File: config.mk
export PLATFORM = sky130hd
export DESIGN_NAME = calr_debin
export DESIGN_NICKNAME = d
export VERILOG_FILES = /design/src/rtl/calr_debin.sv
export SDC_FILE = /design/constraint.sdc
export NUM_CORES = 1
export LEC_CHECK = 0
export ABC_AREA = 0
export BUFFER_PORTS_ARGS = -buffer_cell sky130_fd_sc_hd__clkbuf_2
export CAP_MARGIN = 30
export CORE_AREA = 2 2 118 120
export CTS_BUF_LIST = sky130_fd_sc_hd__clkbuf_4 sky130_fd_sc_hd__clkbuf_8
export CTS_CLUSTER_DIAMETER = 150
export DETAILED_ROUTE_END_ITERATION = 7
export DIE_AREA = 0 0 120 122
export GPL_TIMING_DRIVEN = 0
export PLACE_DENSITY = 0.69
export SKIP_CTS_REPAIR_TIMING = 1
export SYNTH_ARGS = -nofsm -noshare
export SYNTH_HDL_FRONTEND = slang
export SYNTH_SLANG_ARGS = --single-unit
export TNS_END_PERCENT = 30
File: constraint.sdc
create_clock -name clk -period 12.3 [get_ports clk]
set_clock_uncertainty 0.05 [all_clocks]
set_input_delay 0.615 -clock clk [delete_from_list [all_inputs] [get_ports clk]]
set_output_delay 0.615 -clock clk [all_outputs]
set_load 0.005 [all_outputs]
File: src/rtl/calr_debin.sv
// calr_debin -- serial debinarizer for HEVC coeff_abs_level_remaining.
//
// Consumes one bin per accepted cycle: a unary prefix of 1-bins ended by a
// 0-bin, then a fixed-length suffix (MSB first) whose length depends on the
// prefix and the Rice parameter. It reconstructs the value and the number of
// bins consumed.
//
// Optional feature: define CALR_DEBIN_ERR_EN to flag a prefix of MAX_PREFIX
// consecutive 1-bins as malformed (done with err=1). When it is undefined, err
// is tied low and q saturates at MAX_PREFIX while decoding continues.
//
// Ports
//   clk        : clock, rising edge
//   rst        : synchronous active-high reset
//   start      : begin one symbol (honoured only in IDLE)
//   cRiceParam : Rice parameter, clamped to 4, sampled on start
//   bin_valid  : bin_in carries a bin
//   bin_in     : serial bin
//   bin_ready  : decoder accepts a bin this cycle (PREFIX/SUFFIX only)
//   CALR       : decoded value, held until the next start
//   bin_length : bins consumed for the symbol, held until the next start
//   done       : one-cycle result pulse
//   err        : malformed prefix, valid with done
module calr_debin #(
  parameter int VALUE_WIDTH = 16,
  parameter int BIN_WIDTH   = 16,
  parameter int MAX_PREFIX  = 16
) (
  input  logic                   clk,
  input  logic                   rst,
  input  logic                   start,
  input  logic [3:0]             cRiceParam,
  input  logic                   bin_valid,
  input  logic                   bin_in,
  output logic                   bin_ready,
  output logic [VALUE_WIDTH-1:0] CALR,
  output logic [BIN_WIDTH-1:0]   bin_length,
  output logic                   done,
  output logic                   err
);

  localparam int CW = VALUE_WIDTH + 8;             // internal arithmetic width
  localparam int QW = $clog2(MAX_PREFIX + 1);      // holds q up to MAX_PREFIX
  localparam int KW = $clog2(MAX_PREFIX + 2) + 1;  // holds k up to MAX_PREFIX+1

  typedef enum logic [1:0] {IDLE, PREFIX, SUFFIX, DONE} state_t;

  state_t                 r_state;
  logic [2:0]             r_r;
  logic [QW-1:0]          r_q;
  logic [KW-1:0]          r_k;
  logic [CW-1:0]          r_base;
  logic [CW-1:0]          r_suffix;
  logic [VALUE_WIDTH-1:0] r_calr;
  logic [BIN_WIDTH-1:0]   r_cnt;
  logic                   r_bin_ready;
  logic                   r_done;

  logic                   w_acc;
  logic [QW-1:0]          w_e;
  logic [3:0]             w_r1;
  logic [CW-1:0]          w_base_short;
  logic [CW-1:0]          w_base_long;
  logic [KW-1:0]          w_k_long;
  logic [CW-1:0]          w_suffix_nxt;

  always_comb begin
    w_acc        = bin_valid & r_bin_ready;
    w_e          = r_q - QW'(4);
    w_r1         = {1'b0, r_r} + 4'd1;
    // q < 4: plain Rice prefix
    w_base_short = CW'(r_q) << r_r;
    // q >= 4: Exp-Golomb escape, offset past the Rice range
    w_base_long  = (CW'(4) << r_r) + (((CW'(1) << w_e) - CW'(1)) << w_r1);
    w_k_long     = KW'(r_r) + KW'(1) + KW'(w_e);
    w_suffix_nxt = (r_suffix << 1) | CW'(bin_in);
  end

`ifdef CALR_DEBIN_ERR_EN
  logic r_err;
  assign err = r_err;
`else
  assign err = 1'b0;
`endif

  always_ff @(posedge clk) begin
    if (rst) begin
      r_state     <= IDLE;
      r_r         <= '0;
      r_q         <= '0;
      r_k         <= '0;
      r_base      <= '0;
      r_suffix    <= '0;
      r_calr      <= '0;
      r_cnt       <= '0;
      r_bin_ready <= 1'b0;
      r_done      <= 1'b0;
`ifdef CALR_DEBIN_ERR_EN
      r_err       <= 1'b0;
`endif
    end else begin
      r_done <= 1'b0;
      case (r_state)
        IDLE: if (start) begin
          r_r         <= (cRiceParam > 4'd4) ? 3'd4 : cRiceParam[2:0];
          r_q         <= '0;
          r_k         <= '0;
          r_base      <= '0;
          r_suffix    <= '0;
          r_calr      <= '0;
          r_cnt       <= '0;
          r_bin_ready <= 1'b1;
`ifdef CALR_DEBIN_ERR_EN
          r_err       <= 1'b0;
`endif
          r_state     <= PREFIX;
        end
        PREFIX: if (w_acc) begin
          r_cnt <= r_cnt + BIN_WIDTH'(1);
          if (bin_in) begin
`ifdef CALR_DEBIN_ERR_EN
            r_q <= r_q + QW'(1);
            if (r_q == QW'(MAX_PREFIX - 1)) begin
              r_err       <= 1'b1;
              r_calr      <= '0;
              r_bin_ready <= 1'b0;
              r_done      <= 1'b1;
              r_state     <= DONE;
            end
`else
            // saturate; extra 1-bins still count in bin_length
            if (r_q != QW'(MAX_PREFIX)) r_q <= r_q + QW'(1);
`endif
          end else if (r_q < QW'(4)) begin
            r_base <= w_base_short;
            r_k    <= KW'(r_r);
            if (r_r == 3'd0) begin
              // no suffix bins: value is the prefix alone
              r_calr      <= VALUE_WIDTH'(w_base_short);
              r_bin_ready <= 1'b0;
              r_done      <= 1'b1;
              r_state     <= DONE;
            end else begin
              r_state <= SUFFIX;
            end
          end else begin
            r_base  <= w_base_long;
            r_k     <= w_k_long;
            r_state <= SUFFIX;
          end
        end
        SUFFIX: if (w_acc) begin
          r_cnt    <= r_cnt + BIN_WIDTH'(1);
          r_suffix <= w_suffix_nxt;
          r_k      <= r_k - KW'(1);
          if (r_k == KW'(1)) begin
            r_calr      <= VALUE_WIDTH'(r_base + w_suffix_nxt);
            r_bin_ready <= 1'b0;
            r_done      <= 1'b1;
            r_state     <= DONE;
          end
        end
        DONE:    r_state <= IDLE;
        default: r_state <= IDLE;
      endcase
    end
  end

  assign bin_ready  = r_bin_ready;
  assign done       = r_done;
  assign CALR       = r_calr;
  assign bin_length = r_cnt;

endmodule

## Word level (Yosys, flattened, before mapping)

Index checks and enable logic that the tools add are counted.

| cells by class | value |
|---|---|
| add/sub/neg operators | 10 |
| order comparisons | 2 |
| mux-type cells | 52 |
| shift-type cells | 4 |
| eq/ne operators | 15 |
| multiply operators | 0 |
| reduce and logical (&&, ||, !) cells | 15 |
| divide/modulo/power cells | 0 |
| bitwise logic cells | 2 |

Operator list:

| cell | count |
|---|---|
| 2-to-1 mux 16 bit | 12 |
| case mux 16 bit (2 select lines) | 2 |
| case mux 16 bit (3 select lines) | 1 |
| adder 16 bit | 2 |
| 2-to-1 mux 6 bit | 5 |
| case mux 15 bit (2 select lines) | 1 |
| left shift 1 x 5 -> 24 bit (first input constant) | 1 |
| left shift 24 x 4 -> 16 bit | 1 |
| subtractor 24 x 2 -> 24 bit (second input constant) | 1 |
| 2-to-1 mux 5 bit | 4 |
| != test 2 bit (second input constant) | 9 |
| case mux 6 bit (3 select lines) | 1 |
| adder 16 x 1 -> 16 bit (second input constant) | 1 |
| bitwise OR 16 x 1 -> 16 bit | 1 |
| left shift 3 x 3 -> 16 bit (first input constant) | 1 |
| left shift 5 x 3 -> 16 bit | 1 |
| 2-to-1 mux 15 bit | 1 |
| AND reduction 5 bit | 3 |
| 2-to-1 mux 1 bit | 14 |
| 2-to-1 mux 2 bit | 6 |
| case mux 5 bit (2 select lines) | 1 |
| adder 3 x 1 -> 4 bit (second input constant) | 2 |
| case mux 2 bit (4 select lines) | 1 |
| AND reduction 8 bit | 1 |
| other kinds (23) | 27 |

| storage, ports and cells | value |
|---|---|
| latch bits | 0 |
| bits in registers | 81 |
| bits in writable memories | 0 |
| logic and storage cells | 110 |
| output and inout bits | 35 |
| memories kept | 0 |
| ROM bits | 0 |
| input port bits | 9 |

## Longest topological paths before layout

Gate-level depths: netlist (run 1).

| logic depth | value |
|---|---|
| depth in word-level cells | 9 |
| mapped depth | 25 |
| depth with buffers taken out | 21 |

## Least setup slack after synthesis (run 1)

Ideal clock, no wire load.

| timing | value |
|---|---|
| kind | register to register |
| start point | register r_q[2] |
| end point | register r_base[15] |
| data required time | 12,188 ps |
| setup slack | 6,928 ps |
| arrival | 5,260 ps |
| buffers on the path | 4 |
| stages on the path, launching flop included | 24 |
| period minus slack after synthesis | 5,372 ps |
| library setup time | 62 ps |
| path through | dfxtp_1 > buf_2 > buf_1 > inv_1 > ha_1 > xor2_4 > buf_6 > buf_8 > nor2_4 > nand3_1 > ha_1 > o31ai_1 > xnor2_1 > mux4_1 > a21oi_1 > nor2_1 > ha_1 > nor2b_1 > o31a_1 > o21a_1 > o22a_1 > or4b_4 > or4_1 > nand3_1 |

| on the way | value |
|---|---|
| longest elaborated chain between the ends | 9 |
| elaborated cells on any way between the ends | 11 |
| classes of those cells | 3 x add/sub; 1 x order compare; 3 x shift; 4 x mux |

Ends and longest elaborated chain:

| what | line | source |
|---|---|---|
| start: declaration | 50 | `logic [QW-1:0] r_q;` |
| start signal: assignment | 132 | `if (r_q != QW'(MAX_PREFIX)) r_q <= r_q + QW'(1);` |
| subtractor 5 x 3 -> 5 bit | 69 | `w_e = r_q - QW'(4);` |
| left shift 1 x 5 -> 24 bit | 74 | `w_base_long = (CW'(4) << r_r) + (((CW'(1) << w_e) - CW'(1)) << w_r1);` |
| subtractor 24 x 2 -> 24 bit | 74 |  |
| left shift 24 x 4 -> 16 bit | 74 |  |
| adder 16 bit | 74 |  |
| 2-to-1 mux 16 bit (*) | 134 | `end else if (r_q < QW'(4)) begin` |
| 2-to-1 mux 16 bit (*) | 120 | `if (bin_in) begin` |
| 2-to-1 mux 16 bit (*) | 118 | `PREFIX: if (w_acc) begin` |
| case mux 16 bit (2 select lines) (*) | 103 | `case (r_state)` |
| end signal: assignment | 135 | `r_base <= w_base_short;` |
| end signal: assignment | 147 | `r_base <= w_base_long;` |
| end: declaration | 52 | `logic [CW-1:0] r_base;` |

Mark *: on every way between the ends. The rest lies on a longest branch, timed or not. The select of a mux whose other input is x is not followed.
A chain may end at the register's enable or synchronous reset.

## Final worst setup path (run 1)

Ends and elaborated chain as after synthesis.

==> flow_metrics.env, run 1 <==
export IMPL_overflow=0
export IMPL_start_util_pct=48.3
export IMPL_synth_top_cell_by_area="dfxtp_1"
export IMPL_grt_pass1_wl_um=29000
export IMPL_irDropWorstVdd_mv=0.0969
export IMPL_drv_cap=0
export IMPL_leakage_nw=2.76
export IMPL_die_h_um=122
export IMPL_finalWorstSetupSlack_ns=5.86
export IMPL_clk_path_buf_depth=2
export IMPL_numCtsBuffers=9
export IMPL_h_tree_depth=3
export IMPL_drc=0
export IMPL_wl_met3_um=773
export IMPL_cp_required_ns=12.56
export IMPL_antenna_cells=0
export IMPL_p_int_uw=588
export IMPL_wl_met2_um=8120
export IMPL_antenna_left=0
export IMPL_wl_met1_um=8180
export IMPL_layout_drive_gt1_share_pct=11.4
export IMPL_cts_root_buf="clkbuf_8"
export IMPL_final_cell_mix="nor2_1 (105), dfxtp_1 (81), nand2_1 (76), a21oi_1 (63), ha_1 (51)"
export IMPL_rows=43
export IMPL_vias=6335
export IMPL_clk_latency_ns=0.38
export IMPL_synthesis_area_mm2=0.00653
export IMPL_clkSinkCount=81
export IMPL_slew_headroom_pct=40.0
export IMPL_portBuffers=41
export IMPL_synth_area_top_cells="dfxtp_1 (25%), ha_1 (9.8%), nor2_1 (6.0%)"
export IMPL_drv_slew=0
export IMPL_final_area_mm2=0.00713
export IMPL_crit_chain="buf_2, buf_1, inv_1, ha_1, buf_2, inv_1, buf_4, nor2_4, nand3_1, ha_1, o31ai_1, xnor2_1, mux4_1, a21oi_1, nor2_1, ha_1, nor2b_1, o31a_1, o21a_1, o22a_1, or4b_4, or4_1, nand3_1"
export IMPL_ys_warn_count=0
export IMPL_critical_path_arrival_ns=6.70
export IMPL_avgSynthCellArea_um2=7.72
export IMPL_highest_layer="met4"
export IMPL_min_period_ns=6.44
export IMPL_yosysTopAreaCellShare_pct=24.8
export IMPL_gp_congestion=0.941
export IMPL_critical_path_class="reg -> reg"
export IMPL_ys_async_sr_fraction_pct=0
export IMPL_placed_area_mm2=0.00696
export IMPL_synth_cell_types=77
export IMPL_cts_tree="built"
export IMPL_synthCells=846
export IMPL_first_iter_violations=516
export IMPL_grt_pass1_vias=5832
export IMPL_worst_path_most_repeated_cell="ha_1"
export IMPL_path_clk_slew_ns=0.10
export IMPL_cp_slowest_cell="mux4_1"
export IMPL_synth_flop_cell="dfxtp_1"
export IMPL_syn_nets=909
export IMPL_area_delta_synth_final_pct=9.26
export IMPL_hp_class="reg -> reg"
export IMPL_die_area_mm2=0.0146
export IMPL_synth_seq_cells=81
export IMPL_grt_max_degree=16
export IMPL_worst_setup_path_end_kind="flop"
export IMPL_nets=961
export IMPL_setup_tns_ns=0
export IMPL_p_clk_share_pct=15.6
export IMPL_critPathLaunchType="flop"
export IMPL_io_pins=44
export IMPL_chipWidth_um=120
export IMPL_finalHoldViolations=0
export IMPL_pre_cts_slack_ns=5.91
export IMPL_firstDrtPassIters=4
export IMPL_wl_per_cell_um=16.2
export IMPL_final_core_util_pct=52.8
export IMPL_finalSetupViolCount=0
export IMPL_pwr_share_comb_pct=59.0
export IMPL_status="finished clean"
export IMPL_synth_edf_count=0
export IMPL_track_usage_pct=24.6
export IMPL_path_max_fanout=10
export IMPL_wl_um=17600
export IMPL_final_common_cell="nor2_1"
export IMPL_dpl_hpwl_um=13900
export IMPL_max_stage_delay_ns=0.61
export IMPL_powerDensity_mw_per_mm2=164
export IMPL_ys_seq_area_share_pct=24.8
export IMPL_rsz0062_at_grt="false"
export IMPL_core_area_mm2=0.0135
export IMPL_swShare_pct=49.7
export IMPL_holdWs_ns=0.411
export IMPL_max_freq_mhz=155
export IMPL_p_seq_share_pct=25.5
export IMPL_timing_final_crit_share_pct=52.4
export IMPL_tightest_slew_ns=0.892
export IMPL_grt_antenna_before_repair=0
export IMPL_vias_per_cell=5.85
export IMPL_p_switching_uw=580
## sequential cells by signal, summed over array words and instances, names as in the netlist
name,flops
CALR,16
done,1
r_base,16
r_suffix,15
r_q,5
bin_length,16
r_r,3
r_state,2
bin_ready,1
r_k,6
## worst max-delay path: cells and delay by family (launching register included)
family	cells	cell delay (ns)
AOI/OAI and AO/OA	5	0.82
xor gates and xnor gates	1	0.20
adders and majority gates	3	1.01
buffers and inverters	6	1.49
DFF	1	0.55
muxes	1	0.61
and+or+nand+nor	7	1.63
## kinds of logic (layout without fill, tap and decap cells)
family          count (synthesis)  after routing  synth area share [%]
fa+ha+maj                      54             54                  10.7
buf+inv                        81            138                  5.62
simple gates                  325            325                  23.7
compound gates                239            239                  24.7
xor+xnor                       48             48                  6.73
other cells                     1              1                0.0574
flops                          81             81                  24.8
mux                            17             17                  3.66
## through the flow
stage	total power [mW]	instances
finish	1.17	1083
global route	1.25	1083
CTS	1.16	1083
detailed placement	0.979	1067
global placement	0.972	1067
floorplan	0.813	846
## synthesized netlist by cell type, drive strengths merged, types with 4 or more instances
cell type,instances
o31ai,13
and2,5
a22oi,28
mux2i,11
o22ai,10
o221ai,4
a211oi,13
nand2,76
dfxtp,81
inv,26
nor3,23
nor4,6
or3,8
and3,9
o41ai,4
a32oi,5
o211ai,5
xnor2,34
xor2,14
o21bai,7
or2,7
mux4,4
a211o,5
buf,21
a31oi,10
nand3,42
nor2b,21
a21oi,64
nand4,7
a21o,11
ha,51
clkbuf,31
o21ai,34
nor2,107
nand2b,4
## area by class of cell
type	instances	area, um^2
clock inverters	7	50.0
flip-flops and latches	81	1620
clock buffers	9	124
fillers	1335	6370
inverters	29	109
well taps	180	225
multi-input cells	684	4540
plain buffers	52	258
repair buffers	41	205
## power by group through the flow
stage | Combinational (mW) | Sequential [mW] | Clock (mW)
final | 0.689 | 0.297 | 0.182
after global routing | 0.756 | 0.300 | 0.198
after global placement | 0.669 | 0.303 | 0
after CTS | 0.680 | 0.297 | 0.188
after detailed placement | 0.676 | 0.303 | 0
after floorplan | 0.516 | 0.297 | 0
## per-layer routing
| layer | global-route usage (%) | up-vias |
|---|---|---|
| met5 | 0 | - |
| met4 | 10.1 | 0 |
| met3 | 3.14 | 38 |
| met2 | 40.8 | 165 |
| met1 | 32.3 | 2955 |
| li1 | - | 3177 |
## final timing paths
path,depth (start not counted),from,slack (ns),end
setup / recovery,23,r_q[2],5.86,r_base[15]
hold / removal,2,CALR[15],0.41,CALR[15]
setup reg to reg,23,r_q[2],5.86,r_base[15]
hold reg to reg,2,CALR[15],0.41,CALR[15]
No activity file was read; power rests on OpenSTA's default activity.
==> inputs of run 2 (changes only) <==
--- a/config.mk
+++ b/config.mk
@@ -5,16 +5,16 @@
 export SDC_FILE = /design/constraint.sdc
 export NUM_CORES = 1
 export LEC_CHECK = 0
-export ABC_AREA = 0
+export ABC_AREA = 1
 export BUFFER_PORTS_ARGS = -buffer_cell sky130_fd_sc_hd__clkbuf_2
 export CAP_MARGIN = 30
-export CORE_AREA = 2 2 118 120
+export CORE_AREA = 2 2 117 119
 export CTS_BUF_LIST = sky130_fd_sc_hd__clkbuf_4 sky130_fd_sc_hd__clkbuf_8
 export CTS_CLUSTER_DIAMETER = 150
 export DETAILED_ROUTE_END_ITERATION = 7
-export DIE_AREA = 0 0 120 122
+export DIE_AREA = 0 0 119 121
 export GPL_TIMING_DRIVEN = 0
-export PLACE_DENSITY = 0.69
+export PLACE_DENSITY = 0.71
 export SKIP_CTS_REPAIR_TIMING = 1
 export SYNTH_ARGS = -nofsm -noshare
 export SYNTH_HDL_FRONTEND = slang
==> constraint.sdc (replaced) <==
create_clock -name clk -period 5.3 [get_ports clk]
set_clock_uncertainty 0.05 [all_clocks]
set_input_delay 0.265 -clock clk [delete_from_list [all_inputs] [get_ports clk]]
set_output_delay 0.265 -clock clk [all_outputs]
set_load 0.005 [all_outputs]
==> run 2 against run 1 <==
  * Synthesized area is 1.5% lower
  * Critical path depth up 4
  * Sequential power grew 140%
  * Routed wire length decreased by 7.4%
  * First-iteration DRC count shrank 14%
  * Combinational power increased by 150%
  * Global-route usage is 1.5 points lower
  * Cell area shrank 0.65%
==> flow_metrics.env, run 2 <==
export IMPL_status="finished clean"
export IMPL_core_area_mm2=0.0131
export IMPL_gp_congestion=0.889
export IMPL_crit_path_start="r_q[2]"
export IMPL_irDropWorstVdd_mv=0.229
export IMPL_chipWidth_um=119
export IMPL_cp_required_ns=5.47
export IMPL_rsz0062_at_grt="false"
export IMPL_start_util_pct=49.1
export IMPL_path_max_fanout=11
export IMPL_worst_setup_path_end_kind="flop"
export IMPL_antenna_cells=0
export IMPL_cp_slowest_cell="fa_1"
export IMPL_yosysTopAreaCellShare_pct=25.2
export IMPL_wl_per_cell_um=13.0
export IMPL_critical_path_class="reg -> reg"
export IMPL_path_buf_inv=4
export IMPL_die_h_um=121
export IMPL_avgSynthCellArea_um2=6.35
export IMPL_tightest_slew_ns=0.645
export IMPL_grt_max_degree=15
export IMPL_ys_async_sr_fraction_pct=0
export IMPL_dp_cells=1230
export IMPL_final_cell_mix="nand2_1 (223), nand3_1 (124), inv_1 (107), a21oi_1 (101), nor2_1 (84)"
export IMPL_pre_cts_slack_ns=0.344
export IMPL_h_tree_depth=3
export IMPL_finalHoldViolations=0
export IMPL_max_stage_delay_ns=0.39
export IMPL_io_pins=44
export IMPL_drv_cap=0
export IMPL_clk_latency_ns=0.36
export IMPL_synth_top_cell_by_area="dfxtp_1"
export IMPL_leakage_nw=3.34
export IMPL_vias=6673
export IMPL_cts_tree="built"
export IMPL_dpl_hpwl_um=12900
export IMPL_antenna_left=0
export IMPL_rows=42
export IMPL_max_freq_mhz=211
export IMPL_firstDrtPassIters=5
export IMPL_syn_nets=1075
export IMPL_numCtsBuffers=9
export IMPL_drc=0
export IMPL_final_core_util_pct=54.1
export IMPL_first_iter_violations=443
export IMPL_ys_top_cells_by_count="nand2_1 (223), nand3_1 (124), inv_1 (107), a21oi_1 (101), nor2_1 (84)"
export IMPL_ys_warn_count=0
export IMPL_area_delta_synth_final_pct=10.2
export IMPL_hp_class="in -> reg"
export IMPL_setup_tns_ns=0
export IMPL_cts_root_buf="clkbuf_8"
export IMPL_p_clk_share_pct=16.5
export IMPL_grt_antenna_before_repair=0
export IMPL_reg2reg_from="r_q[2]"
export IMPL_drv_slew=0
export IMPL_swShare_pct=50.5
export IMPL_synth_flop_cell="dfxtp_1"
export IMPL_die_area_mm2=0.0144
export IMPL_powerDensity_mw_per_mm2=412
export IMPL_synthCells=1012
export IMPL_final_common_cell="nand2_1"
export IMPL_nets=1128
export IMPL_p_seq_share_pct=24.4
export IMPL_timing_final_crit_share_pct=89.6
export IMPL_overflow=0
export IMPL_cp_top_family="simple AND/OR/NAND/NOR gates"
export IMPL_min_period_ns=4.75
export IMPL_finalWorstSetupSlack_ns=0.553
export IMPL_grt_pass1_wl_um=27500
export IMPL_fillCellCount=1377
export IMPL_path_clk_slew_ns=0.08
export IMPL_synthesis_area_mm2=0.00643
export IMPL_layout_drive_gt1_share_pct=11.8
export IMPL_grt_pass1_vias=5982
export IMPL_critical_path_arrival_ns=4.92
export IMPL_fin_cells=1246
export IMPL_pwr_share_comb_pct=59.1
export IMPL_hp_start="cRiceParam[2]"
export IMPL_critPathLaunchType="flop"
export IMPL_clkSinkCount=81
export IMPL_synth_cell_types=52
export IMPL_portBuffers=42
export IMPL_finalSetupViolCount=0
export IMPL_ys_seq_area_share_pct=25.2
export IMPL_clk_path_buf_depth=2
export IMPL_synth_seq_cells=81
export IMPL_wl_um=16300
export IMPL_p_int_mw=1.44
export IMPL_vias_per_cell=5.36
export IMPL_track_usage_pct=23.1
export IMPL_slew_headroom_pct=57.0
export IMPL_synth_area_top_cells="dfxtp_1 (25%), nand2_1 (13%), ha_1 (9.9%)"
export IMPL_synth_edf_count=0
export IMPL_p_switching_mw=1.47
export IMPL_synth_most_common_cell="nand2_1"
==> run 2: kinds of logic (layout without fill, tap and decap cells) <==
logic type                 Yosys count  in the layout  share of synthesized area [%]
and+or+nand+nor                    513            513                           36.4
AOI/OAI and AO/OA                  206            206                           17.4
buffers and inverters              150            208                           9.15
DFF                                 81             81                           25.2
adders and majority gates           54             54                           10.9
xor gates and xnor gates             7              7                          0.954
other                                1              1                         0.0583
==> run 2: path summary, 6_finish.rpt <==
| kind | slack [ns] | cells past startpoint | end |
|---|---|---|---|
| setup reg to reg | 0.55 | 27 | r_base[12] |
| setup / recovery | 0.55 | 27 | r_base[12] |
| hold reg to reg | 0.42 | 2 | CALR[2] |
| hold / removal | 0.18 | 3 | r_r[2] |
==> run 2: power groups by stage <==
stage	logic (mW)	clock network [mW]	registers, mW
after floorplan	1.31	0	0.713
after global placement	1.68	0	0.727
after detailed placement	1.69	0	0.726
after CTS	1.70	0.492	0.712
after global routing	1.97	0.522	0.721
final	1.72	0.480	0.712
==> run 2: cell type report <==
| cell class | count | area (um^2) | share of cell area, % |
|---|---|---|---|
| multi-input cells | 781 | 4230 | 59.8 |
| flip-flops and latches | 81 | 1620 | 22.9 |
| inverters | 114 | 428 | 6.04 |
| well taps | 176 | 220 | 3.11 |
| repair buffers | 42 | 210 | 2.97 |
| plain buffers | 36 | 160 | 2.26 |
| clock buffers | 11 | 151 | 2.14 |
| clock inverters | 5 | 60.1 | 0.848 |
==> run 2: worst reg2reg max path, delay by kind of cell (launching register included) <==
kind / cells / cell delay [ns]
simple gates: 12 / 1.46
fa+ha+maj: 4 / 1.24
compound gates: 6 / 0.77
buf+inv: 4 / 0.54
flops: 1 / 0.36
xor+xnor: 1 / 0.21
==> run 2: stage by stage <==
step	cell area, um^2	hold WS [ns]	total power [mW]
CTS	7070	0.165	2.91
detailed placement	6860	0.407	2.42
global route	7090	0.201	3.21
global placement	6860	0.398	2.41
finish	7090	0.183	2.92
floorplan	6430	0.377	2.02
==> run 2: metal layers <==
metal,global-route usage (%),vias to the layer above,wire [um]
li1,-,3468,-
met1,31.2,3030,7770
met2,38.0,155,7450
met3,3.99,20,826
met4,5.95,0,202
met5,0,-,0
==> inputs of run 3 (changes only) <==
--- a/config.mk
+++ b/config.mk
@@ -5,14 +5,13 @@
 export SDC_FILE = /design/constraint.sdc
 export NUM_CORES = 1
 export LEC_CHECK = 0
-export ABC_AREA = 1
 export BUFFER_PORTS_ARGS = -buffer_cell sky130_fd_sc_hd__clkbuf_2
 export CAP_MARGIN = 30
-export CORE_AREA = 2 2 117 119
+export CORE_AREA = 2 2 118 120
 export CTS_BUF_LIST = sky130_fd_sc_hd__clkbuf_4 sky130_fd_sc_hd__clkbuf_8
 export CTS_CLUSTER_DIAMETER = 150
 export DETAILED_ROUTE_END_ITERATION = 7
-export DIE_AREA = 0 0 119 121
+export DIE_AREA = 0 0 120 122
 export GPL_TIMING_DRIVEN = 0
 export PLACE_DENSITY = 0.71
 export SKIP_CTS_REPAIR_TIMING = 1
==> run 3 against run 2 <==
  * Cell area is 5.7% higher
  * Register-to-register slack worse by 0.46 ns
  * Routed wire length is 11% higher
  * Worst hold slack worse by 0.090 ns
  * Cell count is 12% lower
  * Utilization is 1.3 points higher
  * First-iteration DRC count is 15% lower
  * Power is 2.7% higher
  * Count of clock-buffer cells in the layout is 1 lower
  * Sequential power is 3.7% lower
  * Non-clock buffer count is 32 higher
  * Sequential share of layout area is 1.2 points lower
==> flow_metrics.env, run 3 (synthesized netlist as in run 1, its figures left out) <==
export IMPL_clkSinkCount=81
export IMPL_die_area_mm2=0.0146
export IMPL_grt_max_degree=15
export IMPL_track_usage_pct=24.5
export IMPL_critical_path_class="reg -> reg"
export IMPL_dp_cells=1067
export IMPL_slew_headroom_pct=39.5
export IMPL_reg2reg_from="r_q[2]"
export IMPL_vias=6531
export IMPL_core_area_mm2=0.0135
export IMPL_endpoint="r_base[15]"
export IMPL_crit_path_start="r_q[2]"
export IMPL_multi_input_area_mm2=0.00464
export IMPL_worst_setup_path_end_kind="flop"
export IMPL_min_period_ns=5.21
export IMPL_drv_cap=0
export IMPL_final_common_cell="nor2_1"
export IMPL_leakage_nw=2.90
export IMPL_critical_path_arrival_ns=5.46
export IMPL_drv_slew=0
export IMPL_cts_root_buf="clkbuf_8"
export IMPL_antenna_cells=0
export IMPL_grt_pass1_vias=5803
export IMPL_p_clk_share_pct=19.0
export IMPL_grt_pass1_wl_um=29200
export IMPL_path_max_fanout=10
export IMPL_fin_cells=1100
export IMPL_numCtsBuffers=9
export IMPL_dpl_hpwl_um=13600
export IMPL_io_pins=44
export IMPL_clk_latency_ns=0.36
export IMPL_layout_drive_gt1_share_pct=16.1
export IMPL_grt_antenna_before_repair=0
export IMPL_finalSetupViolCount=0
export IMPL_antenna_left=0
export IMPL_holdWs_ns=0.0938
export IMPL_p_seq_share_pct=22.9
export IMPL_chipWidth_um=120
export IMPL_max_freq_mhz=192
export IMPL_area_delta_synth_final_pct=14.7
export IMPL_reg2reg_to="r_base[15]"
export IMPL_rsz0062_at_grt="true"
export IMPL_p_switching_mw=1.39
export IMPL_nets=978
export IMPL_wl_per_cell_um=16.4
export IMPL_portBuffers=41
export IMPL_worstHoldPathCells=3
export IMPL_r2r_slack_ns=0.09
export IMPL_timing_final_crit_share_pct=98.3
export IMPL_status="finished clean"
export IMPL_path_clk_slew_ns=0.09
export IMPL_clk_path_buf_depth=2
export IMPL_irDropWorstVdd_mv=0.280
export IMPL_die_h_um=122
export IMPL_setup_tns_ns=0
export IMPL_fillCellCount=1306
export IMPL_overflow=0
export IMPL_rows=43
export IMPL_reg2regPathDepth=23
export IMPL_h_tree_depth=3
export IMPL_total_power_mw=2.99
export IMPL_finalHoldViolations=0
export IMPL_pwr_share_comb_pct=58.0
export IMPL_drc=0
export IMPL_hp_class="in -> reg"
export IMPL_first_iter_violations=376
export IMPL_firstDrtPassIters=5
export IMPL_powerDensity_mw_per_mm2=400
export IMPL_vias_per_cell=5.94
export IMPL_p_int_mw=1.60
export IMPL_critPathLaunchType="flop"
export IMPL_gp_congestion=0.960
export IMPL_cp_required_ns=5.55
export IMPL_tightest_slew_ns=0.900
export IMPL_cts_tree="built"
export IMPL_start_util_pct=48.3
export IMPL_final_cell_mix="nor2_1 (104), dfxtp_1 (80), nand2_1 (76), a21oi_1 (62), ha_1 (47)"
export IMPL_wl_um=18100
export IMPL_swShare_pct=46.4
export IMPL_regArea_mm2=0.00163
==> run 3: cell count changes in the layout (fill, tap and decap cells not counted), moves of 15 or more <==
cell,before,now
nand2_1,223,76
nand3_1,124,40
inv_1,107,24
o21ai_0,71,29
a21oi_1,101,62
xnor2_1,1,33
a22oi_1,1,28
buf_4,2,22
nor2_1,84,104
nor2b_1,0,20
nand2_2,15,0
==> run 3: area by class of cell <==
class | count | area share, %
Inverter | 29 | 1.60
Buffer | 51 | 3.79
Multi-Input combinational cell | 684 | 62.0
Timing Repair Buffer | 59 | 4.54
Clock buffer | 10 | 1.84
Sequential cell | 81 | 21.7
Tap cell | 180 | 3.01
Clock inverter | 6 | 1.50
==> run 3: critical path, stage by stage (launching register included) <==
cell and delay [ns]:
dfxtp_4 0.38, buf_8 0.14, buf_8 0.12, clkinvlp_4 0.13
ha_4 0.21, xor2_4 0.18, buf_6 0.14, buf_8 0.15
nor2_4 0.16, nand3_2 0.13, ha_4 0.22, o31ai_1 0.12
xnor2_2 0.16, mux4_2 0.53, a21oi_2 0.18, nor2_1 0.07
ha_1 0.34, nor2b_2 0.17, o31a_1 0.16, o21a_1 0.16
o22a_1 0.15, or4b_4 0.48, or4_1 0.52, nand3_1 0.09
==> run 3: through the flow <==
step / worst slack (ns) / util (%) / cell area (um^2)
2_1_floorplan: 0.0805 / - / 6530
3_3_place_gp: -0.924 / 51.5 / 6960
3_5_place_dp: -0.850 / 51.5 / 6960
4_1_cts: -0.899 / 53.4 / 7210
5_1_grt: -0.105 / 55.5 / 7490
6_report: 0.0922 / 55.5 / 7490
==> run 3: how the worst min path moves through the flow <==
| stage | startpoint | end | slack (ns) |
|---|---|---|---|
| after detailed placement | CALR[15] | CALR[15] | 0.40 |
| after global routing | cRiceParam[1] | r_r[1] | 0.15 |
| after floorplan | cRiceParam[0] | r_r[0] | 0.36 |
| after CTS | cRiceParam[1] | r_r[1] | 0.09 |
| final | cRiceParam[1] | r_r[1] | 0.09 |
| after global placement | CALR[15] | CALR[15] | 0.39 |
==> run 3: power groups by stage <==
stage,Clock [mW],Sequential (mW),Combinational (mW)
2_1_floorplan,0,0.689,1.20
3_3_place_gp,0,0.704,1.57
3_5_place_dp,0,0.703,1.57
4_1_cts,0.576,0.688,1.58
5_1_grt,0.606,0.693,1.90
6_report,0.570,0.686,1.74
==> run 3: layer usage <==
layer / GRT usage (%) / routed length, um
met5: 0 / 0
met3: 3.18 / 1070
met2: 40.5 / 8240
met4: 9.49 / 703
met1: 32.6 / 8080
